===== config.mk =====
export PLATFORM = sky130hd
export DESIGN_NAME = fun_feeder
export DESIGN_NICKNAME = d
export VERILOG_FILES = /design/src/rtl/fun_feeder.sv
export SDC_FILE = /design/constraint.sdc
export NUM_CORES = 1
export LEC_CHECK = 0
export CAP_MARGIN = 20
export CORE_MARGIN = 1.5
export CORE_UTILIZATION = 45
export CTS_BUF_LIST = sky130_fd_sc_hd__clkbuf_16
export CTS_CLUSTER_SIZE = 20
export DETAILED_ROUTE_END_ITERATION = 6
export PLACE_DENSITY_LB_ADDON = 0.12
export SLEW_MARGIN = 20
export SYNTH_ARGS = -nofsm -noshare
export SYNTH_HDL_FRONTEND = slang
export SYNTH_SLANG_ARGS = --single-unit
export TNS_END_PERCENT = 20

===== constraint.sdc =====
create_clock -name clk_i -period 5.5 [get_ports clk_i]
set_input_delay 0.55 -clock clk_i [delete_from_list [all_inputs] [get_ports clk_i]]
set_output_delay 0.55 -clock clk_i [all_outputs]
set_load 0.03 [all_outputs]

===== src/rtl/fun_feeder.sv =====
// fun_feeder: buffers operand pairs in a small FIFO and drives the fun block one
// job at a time, presenting each result on a valid/ready output.
module fun_feeder #(
  parameter int DEPTH = 4
) (
  input  logic                   clk_i,
  input  logic                   rst_i,
  input  logic                   push_i,
  input  logic [7:0]             a_i,
  input  logic [7:0]             b_i,
  output logic                   full_o,
  output logic [$clog2(DEPTH):0] count_o,
  output logic                   ovf_o,
  output logic [7:0]             a_bo,
  output logic [7:0]             b_bo,
  output logic                   start_o,
  input  logic                   busy_i,
  input  logic [7:0]             res_i,
  output logic [7:0]             y_bo,
  output logic                   valid_o,
  input  logic                   ready_i
);

  localparam int AW = $clog2(DEPTH);
  localparam int CW = AW + 1;
  localparam logic [CW-1:0] CNT_ONE  = CW'(1);
  localparam logic [CW-1:0] CNT_FULL = CW'(DEPTH);
  localparam logic [AW-1:0] PTR_ONE  = AW'(1);

  typedef enum logic [1:0] {
    IDLE  = 2'd0,
    START = 2'd1,
    WAIT  = 2'd2,
    HOLD  = 2'd3
  } state_t;

  state_t        state_r;
  logic [15:0]   mem_r [DEPTH];
  logic [AW-1:0] wr_ptr_r;
  logic [AW-1:0] rd_ptr_r;
  logic          pop_s;
  logic          push_ok_s;
  logic [CW-1:0] count_nxt_s;
  logic [15:0]   head_s;

  // Pop/push decisions and next occupancy; a pop frees a slot for a same-cycle push.
  always_comb begin
    pop_s       = 1'b0;
    push_ok_s   = 1'b0;
    count_nxt_s = count_o;
    head_s      = mem_r[rd_ptr_r];
    if ((state_r == IDLE) && (count_o != {CW{1'b0}})) begin
      pop_s = 1'b1;
    end else begin
      pop_s = 1'b0;
    end
    push_ok_s = push_i && ((count_o < CNT_FULL) || pop_s);
    if (push_ok_s && !pop_s) begin
      count_nxt_s = count_o + CNT_ONE;
    end else if (!push_ok_s && pop_s) begin
      count_nxt_s = count_o - CNT_ONE;
    end else begin
      count_nxt_s = count_o;
    end
  end

  // FIFO storage, pointers, occupancy, full flag and sticky overflow flag.
  always_ff @(posedge clk_i or negedge rst_i) begin
    if (!rst_i) begin
      for (int i = 0; i < DEPTH; i++) begin
        mem_r[i] <= 16'h0000;
      end
      wr_ptr_r <= {AW{1'b0}};
      rd_ptr_r <= {AW{1'b0}};
      count_o  <= {CW{1'b0}};
      full_o   <= 1'b0;
      ovf_o    <= 1'b0;
    end else begin
      if (push_ok_s) begin
        mem_r[wr_ptr_r] <= {a_i, b_i};
        wr_ptr_r        <= wr_ptr_r + PTR_ONE;
      end
      if (pop_s) begin
        rd_ptr_r <= rd_ptr_r + PTR_ONE;
      end
      count_o <= count_nxt_s;
      full_o  <= (count_nxt_s == CNT_FULL);
      if (push_i && !push_ok_s) begin
        ovf_o <= 1'b1;
      end
    end
  end

  // Job sequencer: dispatch one entry, wait for fun, hold the result until taken.
  always_ff @(posedge clk_i or negedge rst_i) begin
    if (!rst_i) begin
      state_r <= IDLE;
      start_o <= 1'b0;
      a_bo    <= 8'h00;
      b_bo    <= 8'h00;
      y_bo    <= 8'h00;
      valid_o <= 1'b0;
    end else begin
      case (state_r)
        IDLE: begin
          if (pop_s) begin
            a_bo    <= head_s[15:8];
            b_bo    <= head_s[7:0];
            start_o <= 1'b1;
            state_r <= START;
          end
        end
        START: begin
          start_o <= 1'b0;
          state_r <= WAIT;
        end
        // busy_i is first looked at here, one edge after fun has raised it
        WAIT: begin
          if (!busy_i) begin
            y_bo    <= res_i;
            valid_o <= 1'b1;
            state_r <= HOLD;
          end
        end
        HOLD: begin
          if (ready_i) begin
            valid_o <= 1'b0;
            state_r <= IDLE;
          end
        end
        default: begin
          start_o <= 1'b0;
          valid_o <= 1'b0;
          state_r <= IDLE;
        end
      endcase
    end
  end

endmodule


### Word level (Yosys, flattened, before mapping)

Index checks and enable logic that the tools add are counted.

| word-level totals | value |
|---|---|
| register bits | 101 |
| output and inout port bits | 31 |
| word-level logic and storage cells | 69 |

| operators by class | value |
|---|---|
| add/sub/neg operators | 4 |
| $lt $le $gt $ge | 4 |
| eq/ne operators | 7 |
| multiplexer cells | 18 |
| bitwise operators | 3 |
| reductions and logical operators | 18 |

Operators with widths:

| kind | count |
|---|---|
| 64-bit bitwise mux | 1 |
| 16-bit two-way mux | 3 |
| 16-bit binary-select mux with 2-bit select | 1 |
| 16-bit demux with 2-bit select | 1 |
| 2-bit one-hot mux with 4 select lines | 1 |
| 3-bit >= comparator (second input constant) | 2 |
| 1-bit logical AND | 6 |
| 2-bit two-way mux | 3 |
| 3-bit two-way mux | 2 |
| 2-bit inequality test (second input constant) | 3 |
| 2-bit inverter with 3-bit output | 2 |
| 2-bit AND reduction | 3 |
| 3-bit AND reduction | 2 |
| 2-bit by 1-bit adder with 2-bit output (second input constant) | 2 |
| 2-bit equality test (second input constant) | 2 |
| 1-bit two-way mux | 4 |
| 1-bit one-hot mux with 2 select lines | 2 |
| 2-bit nonzero test | 2 |
| 3-bit by 1-bit adder with 3-bit output (second input constant) | 1 |
| 3-bit equality test (second input constant) | 1 |
| 3-bit by 1-bit < comparator with 1-bit output (second input constant) | 1 |
| 3-bit < comparator (second input constant) | 1 |
| 3-bit nonzero test | 1 |
| 3-bit by 1-bit subtractor with 3-bit output (second input constant) | 1 |
| 5 further kinds | 6 |

### Longest topological paths before layout

| depth | value |
|---|---|
| depth in word-level cells | 10 |
| gate-level depth with buffers | 8 |
| mapped depth without buffers | 6 |

### Worst setup path before layout

OpenSTA, ideal clock, no wires.

| timing path | value |
|---|---|
| path kind | register to register |
| start point | register state_r[0] |
| end point | register mem_r[21] (netlist bit) |
| setup time | 0.125 ns |
| arrival | 1.639 ns |
| slack | 3.736 ns |
| stages on the path, launching flop included | 9 |
| clock period less this slack | 1.764 ns |
| path through | dfrtp_1 -> inv_1 -> ha_1 -> buf_6 -> inv_2 -> a21oi_4 -> nand2_2 -> clkbuf_8 -> mux2_2 |

| on the way | value |
|---|---|
| word-level cells in the longest chain between the ends | 5 |

RTL lines:

| item | line | RTL |
|---|---|---|
| start: declaration | 37 | `state_t state_r;` |
| start signal: assignment | 97 | `state_r <= IDLE;` |
| start signal: assignment | 110 | `state_r <= START;` |
| start signal: assignment | 115 | `state_r <= WAIT;` |
| 2-bit logical NOT | 52 | `if ((state_r == IDLE) && (count_o != {CW{1'b0}})) begin` |
| 1-bit logical AND | 52 |  |
| 1-bit two-way mux | 52 |  |
| 1-bit logical OR | 57 | `push_ok_s = push_i && ((count_o < CNT_FULL) \|\| pop_s);` |
| 1-bit logical AND | 57 |  |
| end signal: indexed assignment | 80 | `mem_r[wr_ptr_r] <= {a_i, b_i};` |
| end: declaration | 38 | `logic [15:0] mem_r [DEPTH];` |

Every way passes these cells.
A chain may end at the register's enable or synchronous reset.

### Worst setup path after layout

| timing path | value |
|---|---|
| start point | register state_r[0] |
| end point | register mem_r[58] (netlist bit) |

The elaborated chain is that of the path after synthesis.

==> metrics.yaml <==
p_leak_nw: 2.36
peakVddDrop_mv: 0.292
postSynthCellCount: 286
fp.dieH_um: 103
die_w_um: 103
rows: 36
postCtsHoldBufs: 0
cts_resized: 0
yosysSeqAreaShare_pct: 56.3
skew_ns: 0.00575
floorplan.initialDensity_pct: 46.1
drive_gt1_share_pct: 37.1
final-hold-violation-count: 0
gp_congestion: 0.723
worstPathMaxFanout: 16
wl_met3_um: 319
drc_errors: 0
ios: 60
routedWlPerCell_um: 16.7
cp.arrival_ns: 2.40
slowest_stage: "dfrtp_1"
status: "finished, final reports clean"
cpPeakStageDelay_ns: 0.40
fmax_ghz: 0.460
drt.antenna.violating_nets: 0
worst_pin_slew_ns: 0.907
postCtsSetupRepairBufs: 0
grt_max_degree: 68
startpoint_type: "flip-flop"
antenna_found_initial: 0
grt_pass1_wl_um: 13100
final_core_util_pct: 56.1
grt_setup_unrepaired: "false"
overflow: 0
setup_tns_ns: 0
drt-met1-wl_um: 3850
drt-total-wl_um: 8050
grt_pass1_vias: 2471
cp_top_family: "flip-flops"
cts_htree_levels: 3
path_cells: "inv_1 -> ha_1 -> inv_2 -> a21oi_4 -> nand2_2 -> mux2_2"
synth.avg_cell_area_um2: 15.7
synth.cell_area_um2: 4490
maxCapViolCount: 0
area_growth_pct: 21.6
hp-class: "primary input to async pin"
clock_sinks: 101
routed.top_layer: "met4"
dp_hpwl_um: 5200
slew_headroom_pct: 39.5
die_area_um2: 10600
yosys_warnings: 0
synth_cell_type_count: 34
tritoncts: "yes"
syn_nets: 327
period_share_pct: 39.6
layout.nets: 386
vias_per_cell: 5.18
rrSetupSlack_ns: 3.32
num-fill-cells: 833
ys_ff_latch: 101
wl_met2_um: 3830
track_usage_pct: 16.8
drt_iter0_markers: 77
clk-insertion-delay-late_ns: 0.33
setup_viol_count_final: 0
path_buf_inv: 2
power_density_nw_per_um2: 616
report.final.slew_viol_count: 0
cts_root_buf: "clkbuf_16"
cts_buffers: 9
cp-end-kind: "flip-flop"
clkTransAtPathRegs_ns: 0.06
firstDrtPassIters: 4
required_ns: 5.72
diodes: 0
num_vias: 2500
cts_buffer_depth: 2
fin_crit_ns: 2.18
path_class: "flip-flop to flip-flop"
portBuffers: 59
coreArea_um2: 9730
==> power by group <==
group	internal, mW	total [mW]	switching, mW
clock network	0.392	0.647	0.255
registers	1.11	1.32	0.211
logic	0.778	1.40	0.621
==> path summary, 6_finish.rpt <==
| check | cells after the start | endpoint | startpoint |
|---|---|---|---|
| setup reg to reg | 6 | mem_r[58]$_DFFE_PN0P_ | state_r[0]$_DFFE_PN0P_ |
| setup / recovery | 6 | mem_r[58]$_DFFE_PN0P_ | state_r[0]$_DFFE_PN0P_ |
| hold reg to reg | 1 | ovf_o$_DFFE_PN0P_ | ovf_o$_DFFE_PN0P_ |
| max in group asynchronous | 2 | mem_r[36]$_DFFE_PN0P_ | rst_i |
| min in group clk_i | 1 | ovf_o$_DFFE_PN0P_ | ovf_o$_DFFE_PN0P_ |
| hold / removal | 1 | count_o[2]$_DFF_PN0_ | rst_i |
==> layout by cell type, fill, tap and decap left out, types with 2 or more instances in the layout <==
cell	instances
nand2_2	5
ha_1	12
clkbuf_16	9
a21oi_1	3
buf_4	3
xnor2_1	4
inv_1	10
nand3_1	2
clkinv_1	2
nor3_1	2
mux2_2	89
clkinv_2	2
mux4_2	16
nor2b_1	2
dfrtp_1	101
bufinv_16	2
clkdlybuf4s50_1	58
nand2b_1	3
o21ai_0	5
nand2_1	5
==> per-layer routing <==
metal | up-vias | track usage [%]
li1 | 1149 | -
met1 | 1296 | 22.1
met2 | 48 | 27.7
met3 | 7 | 4.54
met4 | 0 | 4.89
met5 | - | 0
==> kinds of logic after synthesis <==
kind of cell / count (synthesis) / share of synthesized area, %
AOI/OAI and AO/OA: 17 / 2.76
DFF: 101 / 56.3
muxes: 106 / 30.6
buffers and inverters: 23 / 3.21
and+or+nand+nor: 23 / 2.96
xor gates and xnor gates: 4 / 0.781
adders and majority gates: 12 / 3.35
==> cell usage after synthesis, drive strengths merged <==
| master | n | area (um2) |
|---|---|---|
| or2b | 1 | 7.51 |
| nand2b | 4 | 27.5 |
| nand2 | 10 | 50.1 |
| a21oi | 4 | 31.3 |
| inv | 10 | 37.5 |
| mux2 | 89 | 1000 |
| o221ai | 1 | 8.76 |
| a31o | 1 | 8.76 |
| a32oi | 1 | 8.76 |
| a211o | 1 | 8.76 |
| clkbuf | 4 | 25.0 |
| a21boi | 1 | 7.51 |
| ha | 12 | 150 |
| xnor2 | 4 | 35.0 |
| nor3 | 2 | 10.0 |
| nor3b | 1 | 7.51 |
| o211ai | 1 | 7.51 |
| mux2i | 1 | 10.0 |
| nand3b | 1 | 7.51 |
| nor2b | 2 | 12.5 |
| o21ai | 5 | 25.0 |
| dfrtp | 101 | 2530 |
| nand3 | 2 | 10.0 |
| mux4 | 16 | 360 |
| buf | 9 | 81.3 |
| a22o | 1 | 8.76 |
| a311oi | 1 | 8.76 |
==> stage by stage <==
stage | instance area (um2) | worst slack (ns) | total power, mW | instances | hold slack (ns)
after floorplan | 4490 | 3.74 | 2.33 | 286 | 0.254
after global placement | 5150 | 3.03 | 2.71 | 467 | 0.457
after detailed placement | 5150 | 3.02 | 2.75 | 467 | 0.467
after CTS | 5460 | 3.32 | 3.41 | 483 | 0.178
after global routing | 5460 | 3.20 | 3.58 | 483 | 0.192
final | 5460 | 3.32 | 3.36 | 483 | 0.162
==> flip-flops by register name, summed over array words and instances (netlist names) <==
signal / flops
a_bo: 8
b_bo: 8
count_o: 3
full_o: 1
mem_r: 64
ovf_o: 1
rd_ptr_r: 2
start_o: 1
state_r: 2
valid_o: 1
wr_ptr_r: 2
y_bo: 8
==> area by class of cell <==
| type | instances | area, um2 | share of cell area (%) |
|---|---|---|---|
| flip-flops and latches | 101 | 2530 | 46.3 |
| multi-input cells | 162 | 1810 | 33.3 |
| repair buffers | 61 | 603 | 11.1 |
| clock buffers | 9 | 225 | 4.13 |
| well taps | 133 | 166 | 3.05 |
| clock inverters | 7 | 81.3 | 1.49 |
| inverters | 10 | 37.5 | 0.688 |
No activity file was read; power rests on OpenSTA's default activity.
